===== src/rtl/int_square.sv =====
`default_nettype none
// ============================================================================
//  Module      : int_square
//  Description : Iterative unsigned integer squarer, result = value * value.
//                Shift-add datapath retiring BITS_PER_CYCLE multiplier bits
//                per clock. reset doubles as load/start: while high the
//                operand is captured, the first low edge starts the run and
//                done flags a valid result until the next reset.
//                Optional macro INT_SQUARE_EARLY_EXIT_EN: finish as soon as
//                the remaining multiplier bits are all zero.
//  Revision    : 1.0 - initial release
// ============================================================================
module int_square #(
    parameter int IN_WIDTH       = 32,
    parameter int BITS_PER_CYCLE = 1   // must divide IN_WIDTH: 1, 2, 4 or 8
) (
    input  logic                  clock,
    input  logic                  reset,
    input  logic [IN_WIDTH-1:0]   value,
    output logic [2*IN_WIDTH-1:0] result,
    output logic                  done
);

    localparam int c_OUT_W = 2 * IN_WIDTH;
    localparam int c_ITERS = IN_WIDTH / BITS_PER_CYCLE;
    localparam int c_CNT_W = $clog2(c_ITERS) + 1;

    localparam logic [c_CNT_W-1:0] c_CNT_ONE  = c_CNT_W'(1);
    localparam logic [c_CNT_W-1:0] c_CNT_LAST = c_CNT_W'(c_ITERS);

    localparam logic [1:0] c_S_LOAD = 2'd0;
    localparam logic [1:0] c_S_RUN  = 2'd1;
    localparam logic [1:0] c_S_DONE = 2'd2;

    logic [1:0]          r_state;
    logic [1:0]          w_state_next;
    logic [c_OUT_W-1:0]  r_mcand;
    logic [IN_WIDTH-1:0] r_mplier;
    logic [c_OUT_W-1:0]  r_acc;
    logic [c_CNT_W-1:0]  r_count;
    logic                r_done;

    logic [c_OUT_W-1:0]  w_terms [BITS_PER_CYCLE];
    logic [c_OUT_W-1:0]  w_pp;
    logic [IN_WIDTH-1:0] w_mplier_next;
    logic [c_CNT_W-1:0]  w_count_next;
    logic                w_iterate;
    logic                w_last;

    // One gated, pre-shifted copy of the multiplicand per retired multiplier bit.
    generate
        for (genvar j = 0; j < BITS_PER_CYCLE; j++) begin : g_pp_term
            assign w_terms[j] = (r_mcand << j) & {c_OUT_W{r_mplier[j]}};
        end
    endgenerate

    // Sum the gated terms into this cycle's partial product.
    always_comb begin
        w_pp = '0;
        for (int k = 0; k < BITS_PER_CYCLE; k++) begin
            w_pp = w_pp + w_terms[k];
        end
    end

    assign w_mplier_next = r_mplier >> BITS_PER_CYCLE;
    assign w_count_next  = r_count + c_CNT_ONE;
    assign w_iterate     = (r_state == c_S_LOAD) || (r_state == c_S_RUN);

`ifdef INT_SQUARE_EARLY_EXIT_EN
    // Once the shifted-out multiplier is empty no further term can be added;
    // the count limit still bounds the run as a backstop.
    assign w_last = (w_mplier_next == '0) || (w_count_next == c_CNT_LAST);
`else
    assign w_last = (w_count_next == c_CNT_LAST);
`endif

    // State register; reset always returns to LOAD.
    always_ff @(posedge clock) begin
        if (reset) begin
            r_state <= c_S_LOAD;
        end else begin
            r_state <= w_state_next;
        end
    end

    // Next-state: LOAD and RUN both execute an iteration; the final one lands in DONE.
    always_comb begin
        w_state_next = r_state;
        case (r_state)
            c_S_LOAD: w_state_next = w_last ? c_S_DONE : c_S_RUN;
            c_S_RUN:  w_state_next = w_last ? c_S_DONE : c_S_RUN;
            c_S_DONE: w_state_next = c_S_DONE;
            default:  w_state_next = c_S_LOAD;
        endcase
    end

    // Datapath: capture the operand under reset, otherwise shift-add per iteration.
    always_ff @(posedge clock) begin
        if (reset) begin
            r_mcand  <= {{IN_WIDTH{1'b0}}, value};
            r_mplier <= value;
            r_acc    <= '0;
            r_count  <= '0;
        end else if (w_iterate) begin
            r_acc    <= r_acc + w_pp;
            r_mcand  <= r_mcand << BITS_PER_CYCLE;
            r_mplier <= w_mplier_next;
            r_count  <= w_count_next;
        end
    end

    // done rises with the final iteration and holds until the next reset.
    always_ff @(posedge clock) begin
        if (reset) begin
            r_done <= 1'b0;
        end else if (w_iterate && w_last) begin
            r_done <= 1'b1;
        end
    end

    assign result = r_acc;
    assign done   = r_done;

endmodule
`default_nettype wire

===== config.mk =====
export PLATFORM = sky130hd
export DESIGN_NAME = int_square
export DESIGN_NICKNAME = d
export VERILOG_FILES = /design/src/rtl/int_square.sv
export SDC_FILE = /design/constraint.sdc
export NUM_CORES = 1
export LEC_CHECK = 0
export ABC_AREA = 1
export BUFFER_PORTS_ARGS = -buffer_cell sky130_fd_sc_hd__buf_2
export CORE_MARGIN = 2
export CORE_UTILIZATION = 58
export CTS_CLUSTER_DIAMETER = 80
export DETAILED_ROUTE_END_ITERATION = 8
export GPL_TIMING_DRIVEN = 0
export PLACE_DENSITY = 0.78
export SYNTH_ARGS = -nofsm -noshare
export SYNTH_HDL_FRONTEND = slang
export SYNTH_SLANG_ARGS = --single-unit

===== constraint.sdc =====
create_clock -name clock -period 3.8 [get_ports clock]
set_input_delay 0.38 -clock clock [delete_from_list [all_inputs] [get_ports clock]]
set_output_delay 0.38 -clock clock [all_outputs]
set_load 0.02 [all_outputs]

==> results.cfg <==
[placement]
numPortBuffers = 98
dp_hpwl_um = 30700
place_area_um2 = 13100
gp_congestion = 0.999

[power]
p_sw_frac = 0.333
p_comb_frac = 0.158
power_density_nw_per_um2 = 346
power_frac_clock = 0.404
power_switching_uw = 1590
vdd_drop_max_mv = 0.251
internal_power_uw = 3180
seqPwrFrac = 0.439
p_leak_uw = 0.00813

[global_route]
grt_pass1_wl_um = 59600
grt_usage = 0.350
grt.overflow.total = 0
antenna_found_initial = 0
first_global_vias = 11200
grt_start_max_net_pins = 69

[floorplanning]
die_w_um = 150
core_area_um2 = 20900
ios = 99
start_util = 0.588
die_height_um = 150
fp.dieArea_um2 = 22400
row_count = 53

[synthesis]
synth_nets = 2110
avgSynthCellArea_um2 = 6.11
synth.distinct_cells = 35
synth_edf_count = 64
async_reset_ff_frac = 0
yosysWarnings = 0
synth-seq-cells = 169
synth_ff_type = dfxtp_1
syn-instance-count = 2011
ys_seq_area_frac = 0.328
synth_area_um2 = 12300

[drt]
avgViaCountPerCell = 5.09
ant_nets = 0
drc = 0
wl_per_cell_um = 15.8
wl_um = 38200
drt-initial-drc-count = 975
first_pass_iters = 6
vias = 12300

[clocking]
clk_pin_slew_worst_paths_ns = 0.09
cts.path.max_buffers = 2
htree_num_levels = 4
cts_made_buffers = 17
insertion_delay_ns = 0.45
root_buffer = clkbuf_16
cts.repair.resized = 0
ctsHoldBuffers = 0
post_cts_buffers = 0
cts_sinks = 169
cts_tree = built

[sta]
hold_ws_ns = 0.221
fin_crit_sh = 0.931
rsz0062_at_grt = no
min_period_ns = 3.54
skew_ns = 0.0220
slew_viol_final = 0
finalHoldViolations = 0
worst_slew_pin_slew_ns = 0.868
setup_tns_ns = 0
slew_headroom = 0.421
fmax_mhz = 283
setup_violations = 0

[cells_and_area]
insertedDiodeCount = 0
nNetsFinal = 2227
final_area_um2 = 13800
drive_gt1_frac = 0.100
area_growth_pct = 12.3

[critical_path]
worstPathArrival_ns = 3.87
required_ns = 4.13
worst_setup_path_start_kind = flip-flop
cp-end-kind = flip-flop
crit_path_max_fanout = 10
crit_type = reg2reg

[flow_run]
drv_cap = 0

[hold_path]
hp-class = in2reg

[run_status]
status = completed
==> cell type report <==
class	instances	area (um^2)
inverter	418	1570
buffer	36	144
timing repair buffer	99	518
clock buffer	17	425
sequential	169	4020
tap	275	344
fill	1994	7100
clock inverter	15	225
multi-input combinational	1387	6540
==> stage by stage <==
step / instances / total power (uW) / setup WS (ns) / utilization
floorplan: 2011 / 2620 / 0.665 / -
global placement: 2384 / 2850 / -0.671 / 0.628
detailed placement: 2385 / 2870 / 0.123 / 0.629
CTS: 2417 / 4770 / 0.0973 / 0.660
global route: 2416 / 4950 / 0.0707 / 0.660
finish: 2416 / 4770 / 0.261 / 0.660
==> layout by cell type, fill, tap and decap left out, drive strengths merged, types with 11 or more instances in the layout <==
master,synthesis,routed
nand4,11,11
ha,64,64
dfxtp,105,105
nand2,926,926
nand3,83,83
nor3,17,17
edfxtp,64,64
o21ai,44,44
buf,6,105
o22ai,31,31
a21oi,55,55
clkbuf,31,47
xnor2,14,14
nor2,119,119
inv,414,425
==> power by group through the flow <==
stage	Sequential, uW	Clock, uW	Combinational, uW
after detailed placement	2120	0	746
final	2090	1930	752
after CTS	2090	1930	751
after global placement	2120	0	730
after global routing	2110	2020	832
after floorplan	2170	0	448
==> logic make-up (layout without fill, tap and decap cells) <==
| logic type | after synthesis | after routing | synth area share |
|---|---|---|---|
| XOR/XNOR | 18 | 18 | 0.0128 |
| adder cells (fa/ha/maj) | 65 | 65 | 0.0668 |
| AO/OA/AOI/OAI | 137 | 137 | 0.0610 |
| AND/OR/NAND/NOR | 1167 | 1167 | 0.392 |
| buffers and inverters | 455 | 585 | 0.139 |
| flip-flops | 169 | 169 | 0.328 |
==> sequential cells by signal (all words and copies together) (netlist names) <==
| name | cells |
|---|---|
| r_mcand | 64 |
| r_count | 6 |
| result | 64 |
| r_state | 2 |
| r_mplier | 32 |
| done | 1 |
==> path summary, 6_finish.rpt <==
kind	end	depth (start not counted)	slack, ns	startpoint
max	result[48]	18	0.26	r_mplier[0]
min	r_mplier[29]	3	0.22	value[29]
max reg2reg	result[48]	18	0.26	r_mplier[0]
min reg2reg	r_state[1]	1	0.44	r_state[0]
==> critical path: stages, from the launching register on <==
cell and delay (ns):
edfxtp_1 0.84, clkbuf_1 0.52, nand2_1 0.10, inv_1 0.08, ha_1 0.25, fa_1 0.32
nand2_1 0.08, inv_1 0.08, nand2_1 0.12, nand2_2 0.13, nand2_1 0.06, nand2_1 0.13
nand2_1 0.08, nand2_2 0.13, nand3_1 0.19, nand3_1 0.14, nand2_1 0.05, nand3_1 0.08
nand2_1 0.06
==> layer usage <==
metal	global-route usage	share of wire	wire, um	up-vias
met4	0.0805	0.022	832	0
met1	0.523	0.48	18300	5495
met5	0	0	0	-
met3	0.0683	0.086	3300	52
met2	0.521	0.41	15800	432
li1	-	-	-	6328
==> cell usage after synthesis (5+ instances only) <==
cell	number	area (um^2)
nand2_1	903	3390
inv_1	405	1520
dfxtp_1	105	2100
nor2_1	91	342
nand3_1	73	365
edfxtp_1	64	1920
ha_1	64	801
a21oi_1	54	270
o21ai_0	39	195
clkbuf_1	31	116
o22ai_1	31	194
nor2_2	26	163
nand2_2	23	144
xnor2_1	14	123
nor3_1	12	60.1
nand4_1	11	68.8
nand3_2	10	100
inv_2	9	33.8
nand3b_1	8	60.1
o21ai_1	5	25.0
Power figures use the tool's default switching activity.
